<file path="src/rtl/vme_cmd_sequencer.sv">
// vme_cmd_sequencer: round-robin arbiter that sequences single 16-bit VME register
// transactions onto the shared command interface, with a saturating response timeout.
module vme_cmd_sequencer #(
    parameter int          NREQ     = 2,
    parameter int          TIMEOUT  = 255,
    parameter logic [31:0] CMD_MASK = 32'h00A80000
) (
    input  logic               clk,
    input  logic               rst,
    input  logic [NREQ-1:0]    req,
    input  logic [NREQ-1:0]    req_rnw,
    input  logic [16*NREQ-1:0] req_addr,
    input  logic [16*NREQ-1:0] req_data,
    output logic [NREQ-1:0]    gnt,
    output logic [NREQ-1:0]    done,
    output logic [15:0]        rd_data,
    output logic               timeout_err,
    output logic               busy,
    input  logic               vme_cmd_rd,
    input  logic               vme_dat_wr,
    input  logic [31:0]        vme_dat_reg_out,
    output logic               start,
    output logic [31:0]        vme_cmd_reg,
    output logic [31:0]        vme_dat_reg_in
);
    localparam int PW = (NREQ > 1) ? $clog2(NREQ) : 1;
    localparam logic [15:0] TLAST = 16'(TIMEOUT - 1);
    localparam logic [1:0] IDLE = 2'd0, ISSUE = 2'd1, WAIT = 2'd2;

    logic [1:0]      state_q, state_d;
    logic [PW-1:0]   ptr_q, ptr_d, own_q, own_d, sel, idx;
    logic            rnw_q, rnw_d, hit, grant;
    logic [15:0]     addr_q, addr_d, data_q, data_d, cnt_q, cnt_d, rd_q, rd_d;
    logic [NREQ-1:0] gnt_q, gnt_d, done_q, done_d;
    logic            err_q, err_d, busy_q, busy_d, start_q, start_d;
    logic [31:0]     cmd_q, cmd_d, dat_q, dat_d;
    logic            unused_hi;

    assign unused_hi = ^vme_dat_reg_out[31:16];

    // Later loop iterations win, so scanning k downwards leaves the nearest requester after ptr.
    always_comb begin
        sel = ptr_q;
        idx = ptr_q;
        hit = 1'b0;
        for (int k = NREQ; k >= 1; k--) begin
            idx = PW'((int'(ptr_q) + k) % NREQ);
            if (req[idx]) begin
                sel = idx;
                hit = 1'b1;
            end
        end
    end

    assign grant = (state_q == IDLE) && vme_cmd_rd && hit;

    always_comb begin
        state_d = state_q;
        ptr_d   = ptr_q;
        own_d   = own_q;
        rnw_d   = rnw_q;
        addr_d  = addr_q;
        data_d  = data_q;
        cnt_d   = (cnt_q == 16'hFFFF) ? cnt_q : cnt_q + 16'd1;
        gnt_d   = '0;
        done_d  = '0;
        err_d   = 1'b0;
        busy_d  = busy_q;
        rd_d    = rd_q;
        start_d = 1'b0;
        cmd_d   = cmd_q;
        dat_d   = dat_q;
        if (state_q == IDLE) begin
            busy_d = grant;
            cmd_d  = CMD_MASK;
            dat_d  = '0;
            if (grant) begin
                state_d = ISSUE;
                ptr_d   = sel;
                own_d   = sel;
                rnw_d   = req_rnw[sel];
                addr_d  = req_addr[sel*16 +: 16];
                data_d  = req_data[sel*16 +: 16];
                gnt_d   = NREQ'(1) << sel;
            end
        end else if (state_q == ISSUE) begin
            state_d = WAIT;
            start_d = 1'b1;
            busy_d  = 1'b1;
            cnt_d   = '0;
            cmd_d   = CMD_MASK | {6'b0, rnw_q, ~rnw_q, 8'h00, addr_q};
            dat_d   = {16'h0000, data_q};
        end else if (vme_dat_wr || cnt_q == TLAST) begin
            // A response arriving on the timeout cycle takes priority over the abort.
            state_d = IDLE;
            done_d  = NREQ'(1) << own_q;
            err_d   = !vme_dat_wr;
            rd_d    = vme_dat_wr ? (rnw_q ? vme_dat_reg_out[15:0] : 16'h0000) : 16'hFFFF;
            cmd_d   = CMD_MASK;
            dat_d   = '0;
        end
    end

    always_ff @(posedge clk or posedge rst) begin
        if (rst) begin
            state_q <= IDLE;
            ptr_q   <= PW'(NREQ - 1);
            own_q   <= '0;
            rnw_q   <= 1'b0;
            addr_q  <= '0;
            data_q  <= '0;
            cnt_q   <= '0;
            gnt_q   <= '0;
            done_q  <= '0;
            err_q   <= 1'b0;
            busy_q  <= 1'b0;
            rd_q    <= '0;
            start_q <= 1'b0;
            cmd_q   <= CMD_MASK;
            dat_q   <= '0;
        end else begin
            state_q <= state_d;
            ptr_q   <= ptr_d;
            own_q   <= own_d;
            rnw_q   <= rnw_d;
            addr_q  <= addr_d;
            data_q  <= data_d;
            cnt_q   <= cnt_d;
            gnt_q   <= gnt_d;
            done_q  <= done_d;
            err_q   <= err_d;
            busy_q  <= busy_d;
            rd_q    <= rd_d;
            start_q <= start_d;
            cmd_q   <= cmd_d;
            dat_q   <= dat_d;
        end
    end

    assign gnt            = gnt_q;
    assign done           = done_q;
    assign rd_data        = rd_q;
    assign timeout_err    = err_q;
    assign busy           = busy_q;
    assign start          = start_q;
    assign vme_cmd_reg    = cmd_q;
    assign vme_dat_reg_in = dat_q;
endmodule

</file>
<file path="config.mk">
export PLATFORM = sky130hd
export DESIGN_NAME = vme_cmd_sequencer
export DESIGN_NICKNAME = d
export VERILOG_FILES = /design/src/rtl/vme_cmd_sequencer.sv
export SDC_FILE = /design/constraint.sdc
export NUM_CORES = 1
export LEC_CHECK = 0
export ABC_AREA = 1
export CORE_MARGIN = 8
export CORE_UTILIZATION = 45
export DETAILED_ROUTE_END_ITERATION = 8
export PLACE_DENSITY = 0.79
export SLEW_MARGIN = 40
export SYNTH_ARGS = -nofsm -noshare
export SYNTH_HDL_FRONTEND = slang
export SYNTH_SLANG_ARGS = --single-unit
</file>
<file path="constraint.sdc">
create_clock -name clk -period 4.91 [get_ports clk]
set_input_delay 0.7365 -clock clk [delete_from_list [all_inputs] [get_ports clk]]
set_output_delay 0.7365 -clock clk [all_outputs]
set_load 0.02 [all_outputs]
</file>
# Yosys cells after proc, flatten, opt, wreduce, memory -nomap -nowiden
# Cells that the tools add are included.
dict set report totals {
  in_bits 104
  out_inout_bits 87
  ff_bits 140
  elab_cells 79
}
dict set report classes {
  n_mux 37
  shift 4
  n_reduce_logical 10
  bitwise_logic 3
  n_eq_ne 4
  magnitude_cmp 3
  addsub 3
}
# op count
set op_table {}
lappend op_table {{two-way mux 32 bit} 6}
lappend op_table {{two-way mux 16 bit} 5}
lappend op_table {{indexed part select 32 x 6 -> 16 bit} 2}
lappend op_table {{two-way mux 2 bit} 9}
lappend op_table {{two-way mux 1 bit} 17}
lappend op_table {{adder 16 x 1 -> 16 bit, second input constant} 1}
lappend op_table {{equality test 16 bit, second input constant} 1}
lappend op_table {{equality test 16 x 8 -> 1 bit, second input constant} 1}
lappend op_table {{< comparator 1 x 2 -> 1 bit, second input constant} 3}
lappend op_table {{AND reduction 2 bit} 2}
lappend op_table {{left shift 1 x 1 -> 2 bit, first input constant} 2}
lappend op_table {{inverter 1 bit} 3}
lappend op_table {{AND reduction 3 bit} 1}
lappend op_table {{nonzero test 3 bit} 1}
lappend op_table {{adder 1 bit, second input constant} 2}
lappend op_table {{equality test 2 x 1 -> 1 bit, second input constant} 1}
lappend op_table {{logical AND 1 bit} 2}
lappend op_table {{zero test 2 bit} 1}
lappend op_table {{inequality test 2 bit, second input constant} 1}
lappend op_table {{nonzero test 2 bit} 1}
lappend op_table {{zero test 1 bit} 1}
lappend op_table {{logical OR 1 bit} 1}

# Logic depth before layout (Yosys ltp)
dict set report depth {
  depth_word 8
  ltp_mapped 10
}

# Worst setup path before layout
# Ideal clock, no wire load.
dict set report synth_timing {
  path_type {in2reg}
  from {input port req[0]}
  to {register state_q[0]}
  setup_ps 127
  path_buffers 2
  slack_ps 3261
  stages 5
  arrival_ps 1522
  required_ps 4783
  path_cell_list {or2_2 nand4_2 buf_4 buf_4 o21ai_0}
}
dict set report synth_between {
  elab_chain_len 7
  elab_cells_between_ends 9
}
# item line
set synth_rtl {}
lappend synth_rtl {{from (decl)} 10} ;# input logic [NREQ-1:0] req,
lappend synth_rtl {{two-way mux 1 bit (not written as such) (2 in a row)} 48} ;# if (req[idx]) begin
lappend synth_rtl {{two-way mux 1 bit} 48}
lappend synth_rtl {{two-way mux 1 bit *} 48}
lappend synth_rtl {{logical AND 1 bit *} 55} ;# assign grant = (state_q == IDLE) && vme_cmd_rd && hit;
lappend synth_rtl {{inequality test 2 bit (no line) *} --}
lappend synth_rtl {{AND reduction 2 bit (no line) *} --}
lappend synth_rtl {{to (signal assigned)} 122} ;# state_q <= state_d;
lappend synth_rtl {{to (decl)} 30} ;# logic [1:0] state_q, state_d;
# Mark *: on every way between the ends. The rest lies on a longest branch, timed or not. The select of a mux whose other input is x is not followed.
# A chain may end at the register's enable or synchronous reset.

# Worst setup path in the final report
dict set report layout_timing {
  from {input port req[1]}
  to {register addr_q[6]}
}
dict set report layout_between {
  elab_chain_len 6
  elab_cells_between_ends 11
}
# item line
set layout_rtl {}
lappend layout_rtl {{parallel branches: the longest is 6 deep, another holds indexed part select 32 x 6 -> 16 bit} --}
lappend layout_rtl {{to (signal assigned)} 126} ;# addr_q <= addr_d;
lappend layout_rtl {{to (decl)} 33} ;# logic [15:0] addr_q, addr_d, data_q, data_d, cnt_q, cnt_d, rd_q, rd_d;
# Parallel ways; which one is timed is not known. The select of a mux whose other input is x is not followed.

==> reports/results.tsv <==
stage	metric	value	unit
setup_path	path_cells	clkdlybuf4s50_1 > or2_2 > nand4_2 > buf_4 > nor2_4 > buf_8 > nand2_1 > nand3_1	
pwr	total_leakage_power	0.00340	uW
sta	worst_clock_skew	0.00817	ns
route	route.detailed.drc	0	
route	wl_per_cell	15.2	um
pwr	p_int	2190	uW
pwr	ir_drop	318	uV
clocking	cts_root_buf	clkbuf_16	
setup_path	crit_path_end_kind	register	
setup_path	crit_arrival	2.84	ns
setup_path	ff2ff_setup_slack	2.37	ns
hold_path	hold_depth	1	
sta	min_period	2.56	ns
route	ant_nets	0	
setup_path	worstReg2RegStart	state_q[1]$_DFFE_PP0P_	
place	place.gp.congestion	0.874	
die	die_h	124	um
pwr	power.share.sequential	41.9	%
sta	hold_viol	0	
setup_path	cp.required	5.19	ns
synthesis	ys_async_sr_fraction	100	%
setup_path	crit_type	primary input to register	
die	die_w	124	um
setup_path	reg2reg_depth	7	
route	vias	4612	
run_status	outcome	completed	
hold_path	holdPathEnd	done[0]$_DFF_PP0_	
run	max_cap_viol_count	0	
grt	track_usage	18.3	%
sta	fin_tns_setup	0	ns
synthesis	netlist_top_cells_count	nand2_1, nand3_1, dfrtp_1	
route	first_iter_violations	381	
grt	antenna_found_initial	1	
cells_and_area	area_delta_synth_final	32.6	%
route	first_pass_iters	4	
setup_path	cp_slowest_stage_delay	0.48	ns
cells_and_area	seq_area	2750	sq um
clocking	clkTransAtPathRegs	0.06	ns
synthesis	syn_area	5250	sq um
clocking	h-tree-depth	3	
die	dieArea	15400	sq um
synthesis	synth_edf_count	0	
synthesis	synth_flop_cell	dfrtp_1	
sta	worst_slew_pin_slew	0.820	ns
pwr	p_sw_share	36.3	%
synthesis	avgSynthCellArea	8.04	sq um
place	io_buffers	144	
setup_path	worst_path_max_delay_cell	clkdlybuf4s50_1	
die	initial_core_util	46.0	%
cells_and_area	largest_reg_flops	18	
cells_and_area	design_area	6960	sq um
route	via_per_inst	4.96	
sta	maxSlewViolCount	0	
place	placed_area	6630	sq um
sta	max_freq	391	MHz
grt	gr-total-overflow	0	
cells_and_area	multi_input_area	2090	sq um
sta	relSlewSlack	45.3	%
grt	grt_max_degree	79	
synthesis	synth-seq-cells	110	
synthesis	yosys.area.top_type	dfrtp_1	
synthesis	synthTopCellsByArea	dfrtp_1, nand2_1, nand3_1	
hold_path	hold_path_class	register to register	
die	num_rows	39	
pwr	combPwrFrac	37.0	%
synthesis	synth.top_cell.area_share	51.9	%
die	core_area	11400	sq um
grt	grt_pass1_vias	4577	
setup_path	r2r-end	addr_q[6]$_DFFE_PP0P_	
place	place.detailed.hpwl	10.0	mm
sta	setup_viol	0	
clocking	clock_latency	0.34	ns
grt	grt_pass1_wl	22.5	mm
clocking	ctsResizeCount	0	
pwr	net-switching-power	1250	uW
cells_and_area	layout-drive-gt1-share	4.83	%
clocking	post_cts_buffers	0	
hold_path	worstHoldStart	own_q$_DFFE_PP0P_	
clocking	tritoncts	yes	
pwr	p_clk_share	21.1	%
cells_and_area	final_core_util	61.0	%
route	routed_wl	14.1	mm
setup_path	worstSetupStartpointType	primary input	
sta	min_period_over_period	52.1	%
clocking	numClockSinks	110	
clocking	cts_buffers	9	
clocking	cts_hold_buf	0	
setup_path	path_max_fanout	30	
cells_and_area	layout.nets	887	
synthesis	syn_inst	653	
clocking	clock_path_buffers	2	
synthesis	yosysUniqueCellTypes	29	
pwr	cellPowerDensity	494	nW/um^2
synthesis	ys_seq_area_share	52.4	%
sta	rsz0062_at_grt	false	
synthesis	yosys_warnings	0	
die	pin_count	191	
cells_and_area	n_fill_cell	1021	
synthesis	post-synth-top-count-cell	nand2_1	
[placed cells by master, fill, tap and decap left out, types with 3 or more instances in the layout]
master           synthesis  final
a21oi_1                  5      5
a31oi_1                  7      7
buf_4                   36      3
buf_8                    1      3
clkbuf_1                10      4
clkbuf_16                0      9
clkdlybuf4s50_1          0    144
conb_1                   2     30
dfrtp_1                109    109
inv_1                   31     30
nand2_1                256    256
nand3_1                114    114
nand4_1                  5      5
nor2_1                  30     29
nor2_2                   5      4
nor2_4                   1      3
o21ai_0                 10     10
or2_2                    4      4
[power by group through the flow]
stage / sequential (uW) / clock, uW / combinational (uW)
detailed placement: 1460 / 0 / 1270
CTS: 1440 / 744 / 1280
global placement: 1440 / 0 / 1230
finish: 1440 / 725 / 1270
floorplan: 1560 / 0 / 623
global route: 1480 / 774 / 1410
[kinds of logic after synthesis]
| family | count (synthesis) | synth area share (%) |
|---|---|---|
| and+or+nand+nor | 421 | 34.5 |
| DFF | 110 | 52.4 |
| buffers and inverters | 95 | 10.0 |
| AOI/OAI and AO/OA | 23 | 2.43 |
| adders and majority gates | 2 | 0.476 |
| other | 2 | 0.143 |
[area by class of cell]
type	count	share of cell area [%]
clock buffers	15	3.85
diodes	1	0.0359
multi-input cells	476	30.0
well taps	143	2.57
repair buffers	150	21.7
inverters	34	1.90
flip-flops and latches	110	39.6
clock inverters	1	0.431
[worst max-delay path: cells and delay by family]
family	cells	cell delay [ns]
buf+inv	3	1.08
simple gates	5	1.00
[metal layers]
| layer | part of all wire [%] | up-vias | track usage [%] |
|---|---|---|---|
| met2 | 49 | 167 | 30.2 |
| met3 | 7.7 | 14 | 3.99 |
| met5 | 0 | - | 0 |
| met1 | 42 | 2157 | 22.8 |
| li1 | - | 2274 | - |
| met4 | 1.5 | 0 | 7.58 |
[through the flow]
| stage | cells | setup WS [ns] | hold slack, ns | total power, uW |
|---|---|---|---|---|
| floorplan | 681 | 1.27 | 0.402 | 2180 |
| global placement | 910 | 1.91 | 0.408 | 2670 |
| detailed placement | 911 | 1.86 | 0.413 | 2720 |
| CTS | 927 | 2.21 | 0.423 | 3460 |
| global route | 930 | 2.17 | 0.441 | 3670 |
| finish | 930 | 2.35 | 0.423 | 3440 |
[worst max-delay path by stage]
| stage | from | to | cells after the start |
|---|---|---|---|
| 6_report | req[1] | addr_q[6]$_DFFE_PP0P_ | 8 |
| 4_1_cts | req[1] | data_q[2]$_DFFE_PP0P_ | 7 |
| 2_1_floorplan | rst | addr_q[0]$_DFFE_PP0P_ | 1 |
| 3_5_place_dp | req[1] | data_q[2]$_DFFE_PP0P_ | 7 |
| 3_3_place_gp | req[1] | addr_q[9]$_DFFE_PP0P_ | 7 |
| 5_1_grt | state_q[1]$_DFFE_PP0P_ | addr_q[0]$_DFFE_PP0P_ | 7 |
(Power assumes the default switching activity.)
